$ cat src/rtl/route_split.sv
// route_split: 1-to-2 packet switch. Bit ROUTE_BIT of each packet picks output port 0 or 1.
// Each port has a DEPTH-entry FIFO and a delivered-packet counter.
// Ports: clk, reset (sync, active-high); L_* is the input channel (valid/ready);
//        R0_*/R1_* are the per-port output channels (valid/ready); cnt0/cnt1 count
//        deliveries per port, modulo 256.
// Latency: two edges from acceptance to Rd_valid. Backpressure: a packet held for a
// full port stalls the input (head-of-line), and L_ready follows Rd_ready combinationally.
module route_split #(
  parameter int WIDTH     = 11,
  parameter int ROUTE_BIT = WIDTH - 1,
  parameter int DEPTH     = 2
) (
  input  logic             clk,
  input  logic             reset,
  input  logic [WIDTH-1:0] L_data,
  input  logic             L_valid,
  output logic             L_ready,
  output logic [WIDTH-1:0] R0_data,
  output logic             R0_valid,
  input  logic             R0_ready,
  output logic [WIDTH-1:0] R1_data,
  output logic             R1_valid,
  input  logic             R1_ready,
  output logic [7:0]       cnt0,
  output logic [7:0]       cnt1
);

  localparam int PW = (DEPTH > 1) ? $clog2(DEPTH) : 1;
  localparam int CW = $clog2(DEPTH + 1);
  localparam logic [CW-1:0] DEPTH_C  = CW'(DEPTH);
  localparam logic [PW-1:0] LAST_PTR = PW'(DEPTH - 1);

  // Holding register between the input channel and the port FIFOs.
  logic             hold_valid_q, hold_valid_d;
  logic [WIDTH-1:0] hold_data_q, hold_data_d;

  logic             dest;
  logic             push;
  logic             l_fire;

  // Per-port signals, index 0 = R0, index 1 = R1.
  logic [1:0]       rd_rdy;
  logic [1:0]       rd_vld;
  logic [1:0]       rd_fire;
  logic [1:0]       fifo_space;
  logic [1:0]       fifo_push;
  logic [WIDTH-1:0] rd_dat  [2];
  logic [7:0]       cnt_val [2];

  assign rd_rdy = {R1_ready, R0_ready};

  // ---------------------------------------------------------------------------
  // Input side: steering decision for the held packet.
  // ---------------------------------------------------------------------------
  assign dest = hold_data_q[ROUTE_BIT];

  // A full FIFO still has room this cycle if it is being popped; this is what
  // lets a stalled port release the held packet on the very edge it drains.
  assign push      = hold_valid_q & fifo_space[dest];
  assign fifo_push = {push & dest, push & ~dest};

  // Combinational from Rd_ready through fifo_space: keeps full rate under
  // backpressure release without a second holding stage.
  assign L_ready = ~hold_valid_q | push;
  assign l_fire  = L_valid & L_ready;

  always_comb begin
    hold_valid_d = hold_valid_q;
    hold_data_d  = hold_data_q;
    if (l_fire) begin
      hold_valid_d = 1'b1;
      hold_data_d  = L_data;
    end else if (push) begin
      hold_valid_d = 1'b0;
    end
  end

  always_ff @(posedge clk) begin
    if (reset) begin
      hold_valid_q <= 1'b0;
      hold_data_q  <= '0;
    end else begin
      hold_valid_q <= hold_valid_d;
      hold_data_q  <= hold_data_d;
    end
  end

  // ---------------------------------------------------------------------------
  // Output side: one circular-buffer FIFO and one delivery counter per port.
  // ---------------------------------------------------------------------------
  for (genvar g = 0; g < 2; g++) begin : g_port
    logic [WIDTH-1:0] mem_q [DEPTH];
    logic [PW-1:0]    wr_ptr_q, wr_ptr_d;
    logic [PW-1:0]    rd_ptr_q, rd_ptr_d;
    logic [CW-1:0]    count_q, count_d;
    logic [7:0]       cnt_q, cnt_d;

    assign rd_vld[g]     = (count_q != '0);
    // Head is forced to zero when empty so stale entries never show on the bus.
    assign rd_dat[g]     = rd_vld[g] ? mem_q[rd_ptr_q] : '0;
    assign rd_fire[g]    = rd_vld[g] & rd_rdy[g];
    assign fifo_space[g] = (count_q < DEPTH_C) | rd_fire[g];
    assign cnt_val[g]    = cnt_q;

    always_comb begin
      wr_ptr_d = wr_ptr_q;
      rd_ptr_d = rd_ptr_q;
      count_d  = count_q;
      cnt_d    = cnt_q;

      if (fifo_push[g]) begin
        wr_ptr_d = (wr_ptr_q == LAST_PTR) ? '0 : wr_ptr_q + 1'b1;
      end
      if (rd_fire[g]) begin
        rd_ptr_d = (rd_ptr_q == LAST_PTR) ? '0 : rd_ptr_q + 1'b1;
        cnt_d    = cnt_q + 8'd1;
      end

      // Simultaneous push and pop leaves the occupancy unchanged.
      case ({fifo_push[g], rd_fire[g]})
        2'b10:   count_d = count_q + 1'b1;
        2'b01:   count_d = count_q - 1'b1;
        default: count_d = count_q;
      endcase
    end

    always_ff @(posedge clk) begin
      if (reset) begin
        wr_ptr_q <= '0;
        rd_ptr_q <= '0;
        count_q  <= '0;
        cnt_q    <= '0;
      end else begin
        wr_ptr_q <= wr_ptr_d;
        rd_ptr_q <= rd_ptr_d;
        count_q  <= count_d;
        cnt_q    <= cnt_d;
      end
    end

    // Storage needs no reset: it is only visible through rd_dat, which is
    // masked whenever the occupancy is zero.
    always_ff @(posedge clk) begin
      if (fifo_push[g]) begin
        mem_q[wr_ptr_q] <= hold_data_q;
      end
    end
  end

  assign R0_valid = rd_vld[0];
  assign R0_data  = rd_dat[0];
  assign R1_valid = rd_vld[1];
  assign R1_data  = rd_dat[1];
  assign cnt0     = cnt_val[0];
  assign cnt1     = cnt_val[1];

endmodule

$ cat config.mk
export PLATFORM = sky130hd
export DESIGN_NAME = route_split
export DESIGN_NICKNAME = d
export VERILOG_FILES = /design/src/rtl/route_split.sv
export SDC_FILE = /design/constraint.sdc
export NUM_CORES = 1
export LEC_CHECK = 0
export ABC_AREA = 0
export CORE_MARGIN = 10
export CORE_UTILIZATION = 46
export CTS_CLUSTER_DIAMETER = 60
export DETAILED_ROUTE_END_ITERATION = 10
export HOLD_SLACK_MARGIN = 0.05
export PLACE_DENSITY = 0.68
export SYNTH_ARGS = -nofsm -noshare
export SYNTH_HDL_FRONTEND = slang
export SYNTH_SLANG_ARGS = --single-unit
export TNS_END_PERCENT = 1
$ cat constraint.sdc
create_clock -name clk -period 2 [get_ports clk]
set_input_delay 0.3 -clock clk [delete_from_list [all_inputs] [get_ports clk]]
set_output_delay 0.3 -clock clk [all_outputs]
set_load 0.01 [all_outputs]
==> flow_summary.json, run 1 <==
{
  "gp_congestion": 0.7124,
  "core-area_um2": 7176,
  "tightest_slew_ps": 425.9,
  "ioPinCount": 57,
  "track_usage_pct": 12.31,
  "crit_fanout": 11,
  "cts_buffers": 9,
  "htreeDepth": 3,
  "postCtsHoldBufs": 0,
  "rows": 31,
  "routed_via_density": 4.936,
  "synth-compound-area-share_pct": 5.911,
  "fin_tns_setup_ps": 0,
  "synthesis.nets": 301,
  "p_total_mw": 4.212,
  "die_y_um": 105.3,
  "setup_ws_ps": 40.14,
  "dieArea_um2": 11080,
  "netlist_area_um2": 3344,
  "relSlewSlack_pct": 71.48,
  "r2r-end": "g_port[0].count_q[1]",
  "clk_latency_ps": 350,
  "hp-class": "flop to flop",
  "ant_nets": 0,
  "post_dp_cell_area_um2": 4123,
  "cts_tree": "built",
  "ys_seq_elements": 82,
  "syn_area_per_cell_um2": 11.90,
  "synthMuxAreaShare_pct": 10.48,
  "drt_iter0_markers": 73,
  "hp-start": "cnt0[7]",
  "reg2reg_depth": 5,
  "layout_commonest_cell": "clkdlybuf4s50_1",
  "whs_path_depth": 2,
  "dieWidth_um": 105.3,
  "leakagePower_nw": 1.601,
  "dp.cells": 440,
  "cp_data_arrival_time_ps": 1660,
  "dp_slack_ps": 36.10,
  "r2r_start": "hold_data_q[10]",
  "power_per_cell_area_nw_per_um2": 955.7,
  "hold_viol_final": 0,
  "first_pass_iters": 4,
  "synth_adder_area_share_pct": 1.496,
  "start_kind": "flop",
  "yosys.cell_types.count": 26,
  "antenna_cells": 0,
  "portBuffers": 56,
  "cts_root_buf": "clkbuf_8",
  "final_cell_mix": "clkdlybuf4s50_1, edfxtp_1, nor2_1",
  "cp_slowest_stage_delay_ps": 490,
  "drc": 0,
  "routed-via-count": 2251,
  "holdPathEnd": "cnt0[7]",
  "synth_cells": 281,
  "fin_crit_sh_pct": 97.99,
  "end_kind": "output port",
  "grt_pass1_wl_mm": 10.95,
  "initial_core_util_pct": 46.61,
  "crit_chain": "buf_6 -> mux2i_1 -> nor2_1 -> clkdlybuf4s50_1",
  "maxCapViolCount": 0,
  "period_minus_slack_ps": 1960,
  "grt-ovfl-total": 0,
  "rsz0062_at_grt": "true",
  "synth-xor-area-share_pct": 2.619,
  "yosysSeqAreaShare_pct": 62.25,
  "slew_viol_final": 0,
  "clkTransAtPathRegs_ps": 80,
  "reg2reg_slack_ps": 380,
  "fin_skew_ps": 9.662,
  "required_ps": 1700,
  "grt_pass1_vias": 2245,
  "status": "complete, no violations",
  "wire_per_inst_um": 15.14,
  "hpwl_mm": 4.996,
  "cts_setup_buffers": 0,
  "final_cell_area_um2": 4407,
  "syn_to_final_growth_pct": 31.76,
  "drive_above_1_share_pct": 11.48,
  "setup_violations": 0,
  "fmax_mhz": 510.2,
  "grt_max_degree": 29,
  "crit_slowest_cell": "clkdlybuf4s50_1",
  "nNetsFinal": 372,
  "clock-sinks": 82,
  "crit_type": "flop to output port",
  "drt_wl_total_mm": 6.904,
  "synth_top_family_by_area": "simple AND/OR/NAND/NOR gates",
  "yosys.area_share.simple_pct": 14.70,
  "antenna_found_initial": 0,
  "ir_drop_mv": 0.4039,
  "instances_no_fill": 456,
  "clockBufferDepth": 2,
  "ys_warn_count": 0
}
[registers in the layout (all words and copies together), names as in the netlist, named ones only]
register,flops
cnt0,8
hold_data_q,11
cnt1,8
g_port.wr_ptr_q,2
g_port.count_q,4
hold_valid_q,1
g_port.rd_ptr_q,2
g_port.mem_q,44
[layout make-up]
cell class,instances,area (um^2)
Fill cell,576,2769
Sequential cell,82,2085
Multi-Input combinational cell,178,1200
Timing Repair Buffer,72,723.2
Clock buffer,9,123.9
Tap cell,99,123.9
Clock inverter,7,117.6
Inverter,9,33.78
[worst max-delay path by stage]
| stage | endpoint | slack, ps | depth (start not counted) |
|---|---|---|---|
| floorplan | g_port[0].count_q[1] | 360 | 6 |
| global placement | L_ready | 20 | 4 |
| detailed placement | L_ready | 40 | 4 |
| CTS | R0_data[9] | -0.2 | 4 |
| global route | R0_data[9] | -30 | 4 |
| finish | R0_data[1] | 40 | 4 |
[repair_timing]
action                     CTS  global route
setup endpoints to repair   24            18
resized for setup            7             7
cloned                       0             0
[worst max-delay path, delay by kind of cell (launching register included)]
kind	cells	cell delay, ps
buffers and inverters	2	670
flip-flops	1	330
AND/OR/NAND/NOR	1	60
multiplexers	1	250
[stage by stage]
stage               util [%]  hold slack [ps]
global placement       57.45            459.6
detailed placement     57.45            471.5
floorplan                  -            429.5
CTS                    61.15            482.6
global route           61.41            519.3
finish                 61.41            482.2
[synthesized netlist by cell type]
master	number	share of area, %
nand2_1	5	0.56
o21ai_0	8	1.2
a21oi_1	13	1.9
o31ai_1	4	0.90
o22a_1	1	0.26
edfxtp_1	44	40
o21ai_1	2	0.30
mux2i_1	35	10
dfxtp_1	38	23
xor2_1	8	2.1
ha_1	4	1.5
or4_1	6	1.3
xnor2_1	2	0.52
clkbuf_1	6	0.67
nor2b_1	2	0.37
buf_1	1	0.11
o21ai_2	2	0.52
nand4_1	4	0.75
buf_2	5	0.75
o211ai_1	2	0.45
nand3_1	3	0.45
nor2_1	40	4.5
inv_1	9	1.0
or3_1	8	1.5
o221a_2	1	0.34
nand2b_1	28	5.2
[power by group]
part / leakage, nW / internal (mW) / switching (mW) / total, mW
Sequential: 0.715 / 1.86 / 0.0721 / 1.94
Combinational: 0.775 / 0.452 / 0.414 / 0.866
Clock: 0.111 / 0.826 / 0.583 / 1.41
[routing by layer]
layer | wire length (um) | vias up | GRT usage [%]
li1 | - | 1139 | -
met1 | 3108 | 1068 | 14.78
met2 | 3423 | 38 | 20.44
met3 | 273 | 6 | 2.801
met4 | 98 | 0 | 5.882
met5 | 0 | - | 0
[kinds of logic after synthesis]
| kind of cell | count (synthesis) |
|---|---|
| AOI/OAI and AO/OA | 33 |
| xor gates and xnor gates | 10 |
| adders and majority gates | 4 |
| buffers and inverters | 21 |
| DFF | 82 |
| muxes | 35 |
| and+or+nand+nor | 96 |
No activity file was read; power rests on OpenSTA's default activity.
==> inputs of run 2 (changes only) <==
--- a/config.mk
+++ b/config.mk
@@ -12,6 +12,7 @@
 export DETAILED_ROUTE_END_ITERATION = 10
 export HOLD_SLACK_MARGIN = 0.05
 export PLACE_DENSITY = 0.68
+export SETUP_SLACK_MARGIN = 0.02
 export SYNTH_ARGS = -nofsm -noshare
 export SYNTH_HDL_FRONTEND = slang
 export SYNTH_SLANG_ARGS = --single-unit
==> run 2 against run 1 <==
Final cell count unchanged; critical path depth is the same; register-to-register slack hardly changed; fmax rose by 0.11%; hold slack is the same; clock-buffer cell count unchanged; non-clock buffer count unchanged; clock skew up 0.72 ps; final area rose by 0.34%; sequential power about the same; setup slack improved by 2.2 ps; combinational power is 0.7% lower; critical endpoint unchanged; largest cell class unchanged; largest power group unchanged.
==> flow_summary.json, run 2 (synthesis results as in run 1) <==
{
  "top_regs": "g_port.mem_q: 44 flops, hold_data_q: 11 flops",
  "dieArea_um2": 11080,
  "seq_area_um2": 2085,
  "r2r_start": "hold_data_q[10]",
  "power_per_cell_area_nw_per_um2": 951.2,
  "htreeDepth": 3,
  "portBuffers": 56,
  "grt_max_degree": 29,
  "antenna_cells": 0,
  "die_y_um": 105.3,
  "fillCellCount": 577,
  "cts_setup_buffers": 0,
  "drc": 0,
  "period_minus_slack_ps": 1958,
  "drt_iter0_markers": 74,
  "cts_tree": "built",
  "maxCapViolCount": 0,
  "final_cell_mix": "clkdlybuf4s50_1, edfxtp_1, nor2_1",
  "drt_wl_total_mm": 6.913,
  "routed_via_density": 4.934,
  "status": "complete, no violations",
  "whs_path_depth": 2,
  "dp.cells": 440,
  "first_pass_iters": 4,
  "postCtsHoldBufs": 0,
  "required_ps": 1700,
  "setup_violations": 0,
  "fin_crit_sh_pct": 97.88,
  "largest-register": "g_port.mem_q",
  "layout_commonest_cell": "clkdlybuf4s50_1",
  "drive_above_1_share_pct": 11.48,
  "rows": 31,
  "hp-start": "cnt0[7]",
  "routed.top_layer": "met4",
  "fin_tns_setup_ps": 0,
  "cts_root_buf": "clkbuf_8",
  "dieWidth_um": 105.3,
  "cp_data_arrival_time_ps": 1660,
  "slew_viol_final": 0,
  "tightest_slew_ps": 426.1,
  "grt_pass1_vias": 2245,
  "wl_met1_mm": 3.090,
  "antenna_found_initial": 0,
  "grt_pass1_wl_mm": 10.95,
  "r2r-end": "g_port[0].count_q[1]",
  "syn_to_final_growth_pct": 32.21,
  "grt-ovfl-total": 0,
  "clkTransAtPathRegs_ps": 80,
  "ir_drop_mv": 0.4038,
  "clock-sinks": 82,
  "crit_fanout": 11,
  "nNetsFinal": 372,
  "multiInputGateArea_um2": 1200,
  "crit_type": "flop to output port",
  "rsz0062_at_grt": "true",
  "relSlewSlack_pct": 71.47,
  "cts_buffers": 9,
  "instances_no_fill": 456,
  "holdPathEnd": "cnt0[7]",
  "reg2reg_slack_ps": 380,
  "ant_nets": 0,
  "largest_reg_flops": 44,
  "routed-via-count": 2250,
  "leakagePower_nw": 1.683,
  "clockBufferDepth": 2,
  "ioPinCount": 57,
  "reg2reg_depth": 5,
  "hpwl_mm": 4.996,
  "gp_congestion": 0.7124,
  "start_kind": "flop",
  "fin_skew_ps": 10.39,
  "hp-class": "flop to flop",
  "hold_viol_final": 0,
  "wl_met3_um": 269,
  "fmax_mhz": 510.8,
  "clk_latency_ps": 350,
  "core-area_um2": 7176,
  "initial_core_util_pct": 46.61,
  "route.met2.wl_mm": 3.455,
  "track_usage_pct": 12.31,
  "end_kind": "output port",
  "wire_per_inst_um": 15.16
}
==> run 2: changes by cell type in the layout (fill, tap and decap cells not counted) <==
| cell | before | now |
|---|---|---|
| buf_6 | 2 | 0 |
| dlymetal6s2s_1 | 4 | 8 |
| buf_8 | 0 | 2 |
| dlygate4sd2_1 | 0 | 2 |
| clkdlybuf4s50_1 | 52 | 46 |
==> run 2: per-layer routing <==
metal	GRT usage, %	up-vias
met5	0	-
met4	5.882	0
met3	2.801	6
met2	20.44	38
met1	14.78	1065
li1	-	1141
==> run 2: what timing repair did <==
item / CTS / global route
endpoints found under the setup margin: 24 / 18
pin swaps: 0 / 0
gates resized for setup: 10 / 12
==> run 2: how the worst max path moves through the flow <==
stage          slack, ps            startpoint              endpoint  cells after the start
4_1_cts             -0.2                  flop            R0_data[9]                      4
6_report              40                  flop            R0_data[1]                      4
3_5_place_dp          40              R1_ready               L_ready                      4
2_1_floorplan        360  g_port[0].count_q[0]  g_port[0].count_q[1]                      6
5_1_grt              -30                  flop            R0_data[9]                      4
3_3_place_gp          20              R1_ready               L_ready                      4
==> run 2: critical path, cell delays in order, from the launching register on <==
cell	delay, ps
dfxtp_1	350
buf_8	170
mux2i_1	240
nor2_1	60
clkdlybuf4s50_1	490
==> run 2: layout make-up <==
class,count,share of cell area (%)
inverters,9,0.7640
repair buffers,72,16.69
clock inverters,7,2.660
multi-input cells,178,27.14
clock buffers,9,2.801
flip-flops and latches,82,47.14
well taps,99,2.801
==> run 2: power by group <==
| group | internal (mW) | switching (mW) | leakage [nW] |
|---|---|---|---|
| logic | 0.446 | 0.415 | 0.856 |
| registers | 1.86 | 0.0739 | 0.715 |
| clock network | 0.826 | 0.582 | 0.111 |
==> run 2: per-stage QoR <==
step	worst slack [ps]	total power, mW	hold WS [ps]	util [%]	instance area, um^2
global route	-25.93	4.375	519.3	61.62	4422
global placement	21.24	2.810	459.6	57.45	4123
finish	42.30	4.206	482.2	61.62	4422
floorplan	361.1	2.410	429.5	-	3344
detailed placement	36.10	2.835	471.5	57.45	4123
CTS	-0.2417	4.259	482.6	61.13	4387
